$ cat src/rtl/waterfall_pkg.sv
// Shared types and default constants for the waterfall display sequencer.
// phase_t is exported on the phase port, so its encoding is fixed.
package waterfall_pkg;

    typedef enum logic [2:0] {
        IDLE     = 3'd0,
        FALL     = 3'd1,
        HOLD_BOT = 3'd2,
        RISE     = 3'd3,
        HOLD_TOP = 3'd4
    } phase_t;

    localparam int T_BITS_DEF     = 17;
    localparam int TICK_DIV_DEF   = 381;
    localparam int HOLD_TICKS_DEF = 4096;

endpackage

$ cat src/rtl/tick_prescaler.sv
// Mod-M time-base counter. It is enabled externally, and a synchronous clear overrides the enable.
// tick is combinational and goes high during the last count of each period.
module tick_prescaler #(
    parameter int M = 381
) (
    input  logic clk,
    input  logic rst_n,
    input  logic en,
    input  logic clr,
    output logic tick
);

    localparam int CW = (M > 1) ? $clog2(M) : 1;
    localparam logic [CW-1:0] LAST = CW'(M - 1);

    logic [CW-1:0] count;

    assign tick = en && (count == LAST);

    always_ff @(posedge clk or negedge rst_n) begin
        if (!rst_n) begin
            count <= '0;
        end else if (clr) begin
            count <= '0;
        end else if (en) begin
            count <= (count == LAST) ? '0 : count + 1'b1;
        end
    end

endmodule

$ cat src/rtl/waterfall_sequencer.sv
// Sequences the normalized fall time t through the cycle fall / bottom hold / optional rise / top hold.
// t, t_valid, phase, busy and seq_done are all registered. t_valid and seq_done are one-clock strobes.
module waterfall_sequencer
    import waterfall_pkg::*;
#(
    parameter int T_BITS     = T_BITS_DEF,
    parameter int TICK_DIV   = TICK_DIV_DEF,
    parameter int HOLD_TICKS = HOLD_TICKS_DEF
) (
    input  logic              CLK100MHZ,
    input  logic              CPU_RESETN,
    input  logic              start,
    input  logic              pause,
    input  logic              loop_en,
    input  logic              bounce_en,
    output logic [T_BITS-1:0] t,
    output logic              t_valid,
    output phase_t            phase,
    output logic              busy,
    output logic              seq_done
);

    localparam logic [T_BITS-1:0] T_MAX     = '1;
    localparam int                HC_W      = $clog2(HOLD_TICKS + 1);
    localparam logic [HC_W-1:0]   HOLD_LAST = HC_W'(HOLD_TICKS - 1);

    phase_t            state_d;
    logic [T_BITS-1:0] t_d;
    logic              t_valid_d;
    logic              seq_done_d;
    logic [HC_W-1:0]   hold_cnt;
    logic [HC_W-1:0]   hold_d;
    logic              tick;
    logic              pres_en;
    logic              pres_clr;

    // The time base runs only while a sequence is active and not paused. It restarts on every state entry.
    assign pres_en  = (phase != IDLE) && !pause;
    assign pres_clr = (state_d != phase);

    tick_prescaler #(
        .M (TICK_DIV)
    ) u_prescaler (
        .clk   (CLK100MHZ),
        .rst_n (CPU_RESETN),
        .en    (pres_en),
        .clr   (pres_clr),
        .tick  (tick)
    );

    always_ff @(posedge CLK100MHZ or negedge CPU_RESETN) begin
        if (!CPU_RESETN) begin
            phase    <= IDLE;
            t        <= '0;
            t_valid  <= 1'b0;
            busy     <= 1'b0;
            seq_done <= 1'b0;
            hold_cnt <= '0;
        end else begin
            phase    <= state_d;
            t        <= t_d;
            t_valid  <= t_valid_d;
            busy     <= (state_d != IDLE);
            seq_done <= seq_done_d;
            hold_cnt <= hold_d;
        end
    end

    always_comb begin
        state_d    = phase;
        t_d        = t;
        t_valid_d  = 1'b0;
        seq_done_d = 1'b0;
        hold_d     = hold_cnt;
        if (!pause) begin
            unique case (phase)
                IDLE: begin
                    if (start) begin
                        t_d       = '0;
                        t_valid_d = 1'b1;
                        state_d   = FALL;
                    end
                end
                FALL: begin
                    if (tick) begin
                        if (t != T_MAX) begin
                            t_d       = t + 1'b1;
                            t_valid_d = 1'b1;
                        end else begin
                            state_d = HOLD_BOT;
                        end
                    end
                end
                // Mode bits are sampled only here, so changes mid-sequence wait for a boundary.
                HOLD_BOT: begin
                    if (tick) begin
                        if (hold_cnt == HOLD_LAST) begin
                            hold_d = '0;
                            if (bounce_en) begin
                                state_d = RISE;
                            end else begin
                                t_d        = '0;
                                t_valid_d  = 1'b1;
                                seq_done_d = 1'b1;
                                state_d    = loop_en ? FALL : IDLE;
                            end
                        end else begin
                            hold_d = hold_cnt + 1'b1;
                        end
                    end
                end
                RISE: begin
                    if (tick) begin
                        if (t != '0) begin
                            t_d       = t - 1'b1;
                            t_valid_d = 1'b1;
                        end else begin
                            state_d = HOLD_TOP;
                        end
                    end
                end
                HOLD_TOP: begin
                    if (tick) begin
                        if (hold_cnt == HOLD_LAST) begin
                            hold_d     = '0;
                            seq_done_d = 1'b1;
                            state_d    = loop_en ? FALL : IDLE;
                        end else begin
                            hold_d = hold_cnt + 1'b1;
                        end
                    end
                end
                default: state_d = IDLE;
            endcase
        end
    end

endmodule

$ cat config.mk
export PLATFORM = sky130hd
export DESIGN_NAME = waterfall_sequencer
export DESIGN_NICKNAME = d
export VERILOG_FILES = /design/src/rtl/waterfall_pkg.sv /design/src/rtl/tick_prescaler.sv /design/src/rtl/waterfall_sequencer.sv
export SDC_FILE = /design/constraint.sdc
export NUM_CORES = 1
export LEC_CHECK = 0
export CAP_MARGIN = 25
export CORE_AREA = 2 2 74 76
export CTS_CLUSTER_DIAMETER = 200
export DETAILED_ROUTE_END_ITERATION = 12
export DIE_AREA = 0 0 76 78
export MAX_ROUTING_LAYER = met4
export PLACE_DENSITY = 0.91
export SYNTH_ARGS = -nofsm -noshare
export SYNTH_HDL_FRONTEND = slang
export SYNTH_SLANG_ARGS = --single-unit
export TNS_END_PERCENT = 1
$ cat constraint.sdc
create_clock -name CLK100MHZ -period 7.8 [get_ports CLK100MHZ]
set_input_delay 1.56 -clock CLK100MHZ [delete_from_list [all_inputs] [get_ports CLK100MHZ]]
set_output_delay 1.56 -clock CLK100MHZ [all_outputs]
set_load 0.005 [all_outputs]
Word-level counts from Yosys, hierarchy flattened
Cells that the tools add are included.
- bits of input ports: 6
- bits in registers: 45
- logic and storage cells: 80
- output and inout bits: 23
- bitwise gates (word level): 1
- muxes and demuxes: 40
- equality and inequality tests: 16
- reductions and logical operators: 12
- $add $sub $neg: 4
- operators with widths (cell ; number):
    two-way mux 17 bit ; 8
    one-hot mux 17 bit (4 select lines) ; 1
    two-way mux 3 bit ; 10
    two-way mux 9 bit ; 3
    adder 17 x 1 -> 17 bit, second input constant ; 1
    inequality test 17 bit, second input constant ; 1
    nonzero test 17 bit ; 1
    subtractor 17 x 1 -> 17 bit, second input constant ; 1
    inequality test 2 bit, second input constant ; 8
    one-hot mux 3 bit (5 select lines) ; 1
    adder 13 x 1 -> 13 bit, second input constant ; 1
    equality test 13 x 12 -> 1 bit, second input constant ; 1
    two-way mux 1 bit ; 13
    two-way mux 13 bit ; 1
    AND reduction 10 bit ; 1
    adder 9 x 1 -> 9 bit, second input constant ; 1
    equality test 9 bit, second input constant ; 1
    equality test 3 x 2 -> 1 bit, second input constant ; 2
    nonzero test 3 bit ; 2
    one-hot mux 1 bit (4 select lines) ; 1
    nonzero test 4 bit ; 1
    equality test 3 x 1 -> 1 bit, second input constant ; 1
    equality test 3 bit, second input constant ; 1
    zero test 3 bit ; 1
    other kinds (9) ; 10

Logic depth before layout (Yosys ltp)
Gate-level depths: netlist of run 1.
- depth after elaboration: 8
- depth in mapped cells: 11

By module
Synthesis of run 1 repeated with hierarchy kept, for this count alone.
- cell total of the unflattened synthesis: 364
- area total of the unflattened synthesis: 3183.1 um2
- modules (own cells, without submodules) (module ; seq. area each (um2) ; instances ; area each (um2) ; cells each):
    waterfall_sequencer ; 900.9 ; 1 ; 2623.8 ; 304
    tick_prescaler ; 225.2 ; 1 ; 559.3 ; 60

Least setup slack after synthesis of run 1
Ideal clock, no wire load.
- path kind: register -> register
- start: register phase[2]
- end: register t[14]
- arrival time: 3058 ps
- clock period less this slack: 3188 ps
- path slack: 4612 ps
- library setup time: 130 ps
- stages on the path, launching flop included: 12
- buffers on the path: 1
- required time: 7670 ps
- path through: dfrtp_1 > buf_2 > nand2b_1 > nor2_1 > ha_1 > a211o_1 > a21oi_1 > a211oi_1 > o21ai_0 > o21bai_1 > a211oi_1 > o21ai_0
- longest elaborated chain between the ends: 5
- elaborated cells on any way between the ends: 18
- those cells by class: 11 x eq/ne; 1 x mux; 6 x reduce/logical
- ends and longest elaborated chain (what ; line ; text):
    start, declared ; waterfall_sequencer.sv:18 ; output phase_t phase,
    start signal, assigned ; waterfall_sequencer.sv:60 ; phase <= state_d;
    nonzero test 3 bit ; waterfall_sequencer.sv:38 ; assign pres_en = (phase != IDLE) && !pause;
    logical AND 1 bit ; waterfall_sequencer.sv:38 ;
    logical AND 1 bit ; tick_prescaler.sv:18 ; assign tick = en && (count == LAST);
    inequality test 2 bit (no source line) ; n/a ;
    AND reduction 10 bit (no source line) ; n/a ;
    end signal, assigned ; waterfall_sequencer.sv:61 ; t <= t_d;
    end, declared ; waterfall_sequencer.sv:16 ; output logic [T_BITS-1:0] t,
Several ways; a longest one is shown, not always the timed one.
A chain may end at the register's enable or synchronous reset.

Final worst setup path of run 1
- start: input port pause
- end: register t[16]
- longest elaborated chain between the ends: 5
- elaborated cells on any way between the ends: 8
- those cells by class: 3 x eq/ne; 1 x bitwise; 4 x reduce/logical
- ends and longest elaborated chain (what ; line ; text):
    start, declared ; waterfall_sequencer.sv:13 ; input logic pause,
    zero test 1 bit ; n/a ;
    logical AND 1 bit ; waterfall_sequencer.sv:38 ;
    logical AND 1 bit ; tick_prescaler.sv:18 ;
    inequality test 2 bit (no source line) ; n/a ;
    AND reduction 10 bit (no source line) (*) ; n/a ;
Every way passes the cells marked *; elsewhere a longest branch is shown, timed or not.

==> results of run 1 <==
==> routing by layer <==
layer	share of wire (%)	routed length [um]
met4	2.2	144
met5	0	0
met1	43	2804
met2	51	3340
met3	3.5	227
==> stage by stage <==
step,instance area [um2],util [%]
3_5_place_dp,3319,65.83
2_1_floorplan,2995,-
4_1_cts,3402,67.47
5_1_grt,3430,68.01
3_3_place_gp,3319,65.83
6_report,3430,68.01
==> cell type report <==
cell class              instances  share of cell area (%)
inverters                      17                   1.861
clock inverters                 2                  0.2919
well taps                      70                   2.554
clock buffers                   6                   2.116
multi-input cells             256                   51.30
flip-flops and latches         45                   32.83
repair buffers                 30                   9.048
==> cells in the mapped netlist (5+ instances only) <==
cell type,instances
and2_1,6
nand3_1,10
inv_1,17
nand2_1,26
o21ai_0,14
o21ai_1,10
xor2_1,14
nor4_1,5
dfrtp_1,45
nor2_1,28
a21oi_1,18
o21a_1,5
xnor2_1,15
nand4_1,7
ha_1,18
nor3_1,7
==> sequential cells by signal (all words and copies together) (netlist names) <==
signal	cells
seq_done	1
phase	3
busy	1
t_valid	1
u_prescaler.count	9
hold_cnt	13
t	17
==> report_power, final <==
| group | internal, mW | leakage, nW | total (mW) | switching, mW |
|---|---|---|---|---|
| Combinational | 0.0202 | 0.865 | 0.0474 | 0.0272 |
| Sequential | 0.239 | 0.613 | 0.246 | 0.00736 |
| Clock | 0.0621 | 0.0450 | 0.137 | 0.0745 |
==> final timing paths <==
check | start | end | slack, ns
max | pause | t[16] | 3.55
min | hold_cnt[8] | hold_cnt[8] | 0.49
max reg2reg | phase[2] | t[16] | 4.58
min reg2reg | hold_cnt[8] | hold_cnt[8] | 0.49
max in group asynchronous | CPU_RESETN | hold_cnt[6] | 6.06
min in group asynchronous | CPU_RESETN | u_prescaler.count[3] | 1.25
==> cell families after synthesis <==
| family | count (synthesis) | synth area share (%) |
|---|---|---|
| mux | 2 | 0.7101 |
| buf+inv | 24 | 3.676 |
| simple gates | 122 | 22.93 |
| compound gates | 84 | 18.42 |
| fa+ha+maj | 19 | 8.187 |
| xor+xnor | 29 | 8.480 |
| flops | 45 | 37.59 |
==> out/results.tsv, run 1 <==
stage	metric	value	unit
die	start_util	59.40	%
route	drt-pass1-iter-count	4	
timing	setup_tns	0	ns
clock_network	cts_tree	built	
worst_setup_path	criticalPathCategory	primary input to flop	
hold_path	hold_depth	1	
timing	finalCritPeriodShare	54.42	%
yosys	synth-main-ff-cell	dfrtp_1	
worst_setup_path	crit_chain	clkdlybuf4s50_1 -> nor4_2 -> nand2_1 -> nor3_2 -> o31ai_4 -> o21ai_0 -> o21ai_0	
worst_setup_path	crit_top_cell	o21ai_0	
timing	worst_pin_slew	0.9204	ns
pwr	cellLeakagePower	1.522	nW
timing	fin_hold_ws	0.4872	ns
timing	period_minus_slack	4.245	ns
clock_network	clk_pin_slew	0.08	ns
timing	finalMaxSlewViolations	0	
clock_network	cts-resized-gates	0	
clock_network	clk-insertion-delay-late	0.29	ns
yosys	yosys_warnings	0	
worst_setup_path	crit_buf_inv	1	
pwr	ir_drop	55.28	uV
yosys	synth_top_cells_by_area	dfrtp_1, ha_1, xnor2_1, xor2_1, nor2_1	
worst_setup_path	cp_slowest_cell	nor4_2	
yosys	syn_area	2995	um2
layout	drive_gt1_share	6.742	%
grt	grt_util_all_layers	24.05	%
clock_network	cts_inserted_buffers	5	
layout	fin_nets	380	
grt	grt_use_met3	3.140	%
clock_network	htreeDepth	2	
clock_network	clk_path_buf_depth	2	
grt	grtUsageMet1	28.89	%
layout	final_common_cell	dfrtp_1	
grt	grt_pass1_wl	11.41	mm
layout	areaGrowthSynthToFinish	14.49	%
layout	layout_common_cells	dfrtp_1, nor2_1, clkdlybuf4s50_1, nand2_1	
worst_setup_path	startpoint_type	primary input	
grt	gr-usage-met2	41.52	%
clock_network	clock-root-buffer	clkbuf_8	
placed_design	post-dp-hpwl	4.897	mm
pwr	finalPower	0.4301	mW
yosys	synth_cell_type_count	60	
status	outcome	complete, no violations	
route	vias_per_cell	5.918	
yosys	synth_edf_count	0	
timing	rsz0062_at_grt	no	
worst_setup_path	critPathTopFamily	simple AND/OR/NAND/NOR gates	
yosys	synth_area_per_cell	9.217	um2
route	wl_per_cell	15.30	um
placed_design	place.gp.congestion	0.8890	
clock_network	cts.sinks	45	
worst_setup_path	max_stage_delay	0.91	ns
timing	max_slew_margin	38.13	%
yosys	yosysSeqAreaShare	37.59	%
layout	regArea	1126	um2
die	pin_count	29	
yosys	synth_cells	325	
die	core_area	5042	um2
placed_design	io_buffer_count	28	
layout	final_cells	426	
layout	multiInputGateArea	1759	um2
hold_path	min_path_type	flop to flop	
die	dieWidth	76	um
run	drv_cap	0	
route	ant_nets	0	
layout	antenna_cells	0	
placed_design	post-place-cells	417	
grt	grt_start_max_net_pins	46	
timing	max_freq	0.2356	GHz
die	die_y	78	um
layout	fillers	405	
timing	hold_viol_final	0	
clock_network	post_cts_buffers	0	
grt	grt-ovfl-total	0	
yosys	synth_top_area_cell	dfrtp_1	
timing	fin_worst_skew	0.008868	ns
die	die-area	5928	um2
yosys	syn_nets	350	
route	drc	0	
placed_design	post-place-ws	3.374	ns
route	drtIter0Drc	194	
route	finalWirelength	6.516	mm
worst_setup_path	cp.required	7.96	ns
route	vias	2521	
grt	grt_pass1_vias	2491	
timing	setup_viol	0	
worst_setup_path	cp.depth	7	
die	rows	26	
timing	fin_ws	3.555	ns
worst_setup_path	timing.reg2reg.worst_path_depth	11	
worst_setup_path	crit_fanout	18	
yosys	synth_seq_cells	45	
worst_setup_path	cp_data_arrival_time	4.41	ns
worst_setup_path	critPathCaptureType	flop	
yosys	synth_top_area_share	37.59	%
pwr	powerDensity	125.4	nW/um2
grt	grt.busiest_layer	met2	
grt	antenna_found_initial	0	
yosys	async_flop_share	100.0	%
clock_network	holdBufCountCts	0	
Power figures use the tool's default switching activity.
==> inputs of run 2 (changes only) <==
--- a/config.mk
+++ b/config.mk
@@ -6,12 +6,12 @@
 export NUM_CORES = 1
 export LEC_CHECK = 0
 export CAP_MARGIN = 25
-export CORE_AREA = 2 2 74 76
+export CORE_AREA = 2 2 75 77
 export CTS_CLUSTER_DIAMETER = 200
 export DETAILED_ROUTE_END_ITERATION = 12
-export DIE_AREA = 0 0 76 78
+export DIE_AREA = 0 0 77 79
 export MAX_ROUTING_LAYER = met4
-export PLACE_DENSITY = 0.91
+export PLACE_DENSITY = 0.9
 export SYNTH_ARGS = -nofsm -noshare
 export SYNTH_HDL_FRONTEND = slang
 export SYNTH_SLANG_ARGS = --single-unit
==> constraint.sdc (replaced) <==
create_clock -name CLK100MHZ -period 4.3 [get_ports CLK100MHZ]
set_input_delay 0.86 -clock CLK100MHZ [delete_from_list [all_inputs] [get_ports CLK100MHZ]]
set_output_delay 0.86 -clock CLK100MHZ [all_outputs]
set_load 0.005 [all_outputs]
==> out/results.tsv, run 2 (synthesis results as in run 1) <==
stage	metric	value	unit	change
grt	grt_start_max_net_pins	46		unchanged
clock_network	cts-resized-gates	0		unchanged
run	drv_cap	0		unchanged
placed_design	io_buffer_count	28		unchanged
timing	max_slew_margin	42.80	%	was 38.13%
grt	grt_pass1_wl	11.30	mm	was 11.41 mm
layout	largest_registers	t (17), hold_cnt (13), u_prescaler.count (9)		unchanged
clock_network	clk-insertion-delay-late	0.29	ns	about the same
worst_setup_path	critPathLaunch	pause		unchanged
timing	setup_viol	0		unchanged
placed_design	place.gp.congestion	0.8788		was 0.8890
timing	hold_viol_final	0		unchanged
timing	rsz0062_at_grt	no		unchanged
hold_path	min_path_type	primary input to asynchronous set/reset pin		was flop to flop
clock_network	clock-root-buffer	clkbuf_8		unchanged
timing	finalCritPeriodShare	77.58	%	
worst_setup_path	crit_fanout	18		unchanged
clock_network	holdBufCountCts	0		unchanged
pwr	powerDensity	228.2	nW/um2	was 125.4 nW/um2
route	vias_per_cell	5.991		was 5.918
clock_network	clk_path_buf_depth	2		unchanged
grt	antenna_found_initial	0		unchanged
status	outcome	complete, no violations		unchanged
timing	worst_pin_slew	0.8510	ns	was 0.9204 ns
route	drtIter0Drc	175		was 194
route	ant_nets	0		unchanged
die	core_area	5338	um2	was 5042 um2
layout	final_common_cell	dfrtp_1		unchanged
clock_network	clk_pin_slew	0.08	ns	about the same
die	pin_count	29		unchanged
placed_design	post-dp-hpwl	4.729	mm	was 4.897 mm
die	start_util	56.12	%	was 59.40%
timing	period_minus_slack	3.336	ns	
layout	largest_register	t		unchanged
timing	fin_worst_skew	0.003635	ns	was 0.008868 ns
route	vias	2564		was 2521
clock_network	cts_inserted_buffers	5		unchanged
die	dieWidth	77	um	was 76 um
timing	setup_tns	0	ns	unchanged
route	drc	0		unchanged
layout	areaGrowthSynthToFinish	14.24	%	was 14.49%
grt	grt_util_all_layers	23.18	%	was 24.05%
route	wl_per_cell	15.14	um	was 15.30 um
clock_network	post_cts_buffers	0		unchanged
grt	grt-ovfl-total	0		unchanged
die	die-area	6083	um2	was 5928 um2
worst_setup_path	criticalPathCategory	primary input to flop		unchanged
worst_setup_path	critPathCaptureType	flop		unchanged
layout	largest_reg_flops	17		unchanged
die	die_y	79	um	was 78 um
route	finalWirelength	6.481	mm	was 6.516 mm
layout	fin_nets	380		unchanged
pwr	ir_drop	107.8	uV	was 55.28 uV
timing	finalMaxSlewViolations	0		unchanged
route	drt-pass1-iter-count	5		was 4
clock_network	cts_tree	built		unchanged
layout	drive_gt1_share	6.180	%	was 6.742%
worst_setup_path	cp_data_arrival_time	3.51	ns	was 4.41 ns
clock_network	htreeDepth	2		unchanged
pwr	cellLeakagePower	1.514	nW	was 1.522 nW
grt	grt_pass1_vias	2540		was 2491
worst_setup_path	rr_startpoint	phase[2]		unchanged
worst_setup_path	startpoint_type	primary input		unchanged
layout	antenna_cells	0		unchanged
layout	layout_common_cells	dfrtp_1, nor2_1, clkdlybuf4s50_1, nand2_1		unchanged
clock_network	cts.sinks	45		unchanged
timing	max_freq	0.2998	GHz	
die	rows	27		was 26
worst_setup_path	cp.required	4.47	ns	was 7.96 ns
pwr	finalPower	0.7810	mW	was 0.4301 mW
## run 2: changes by cell type in the layout (fill, tap and decap cells not counted)
cell	delta
clkbuf_1	+2
buf_12	+1
clkinv_2	-2
buf_16	-1
## run 2: per-stage QoR
stage                     instances  cell area, um2  util [%]  setup slack, ns  hold WS [ns]
after global placement          419            3322     62.24           0.7724        0.4735
after CTS                       427            3402     63.74            1.004        0.4978
after floorplan                 325            2995         -            1.112        0.4548
final                           428            3422     64.11           0.9642        0.3538
after global routing            428            3422     64.11           0.6986        0.3468
after detailed placement        419            3322     62.24           0.7239        0.4823
## run 2: final timing paths
path | endpoint | slack, ns | depth (start not counted)
max | t[16] | 0.96 | 7
min | u_prescaler.count[6] | 0.35 | 1
max reg2reg | t[16] | 1.10 | 11
min reg2reg | hold_cnt[8] | 0.50 | 1
max in group asynchronous | t[10] | 3.53 | 2
min in group CLK100MHZ | hold_cnt[8] | 0.50 | 1
## run 2: layer usage
metal / GRT usage, % / vias up / wire length [um]
met5: - / - / 0
met4: 7.857 / 0 / 77
met3: 2.727 / 7 / 283
met2: 39.39 / 84 / 3296
met1: 29.17 / 1232 / 2824
li1: - / 1241 / -
## run 2: cell type report
class	instances	area (um2)
Sequential cell	45	1126
Fill cell	458	1916
Inverter	17	63.81
Timing Repair Buffer	30	302.8
Multi-Input combinational cell	256	1759
Clock buffer	8	80.08
Tap cell	72	90.09
## run 2: where the power goes
group          leakage [nW]  switching [mW]  internal [mW]  total [mW]
clock network        0.0395           0.134          0.116       0.250
logic                 0.861          0.0490         0.0363      0.0853
registers             0.613          0.0131          0.433       0.446
total                  1.51           0.196          0.585       0.781
## run 2: critical path, stage by stage
cell and delay, ns:
clkdlybuf4s50_1 0.64, nor4_2 0.86, nand2_1 0.20, nor3_2 0.41
o31ai_4 0.25, o21ai_0 0.20, o21ai_0 0.10
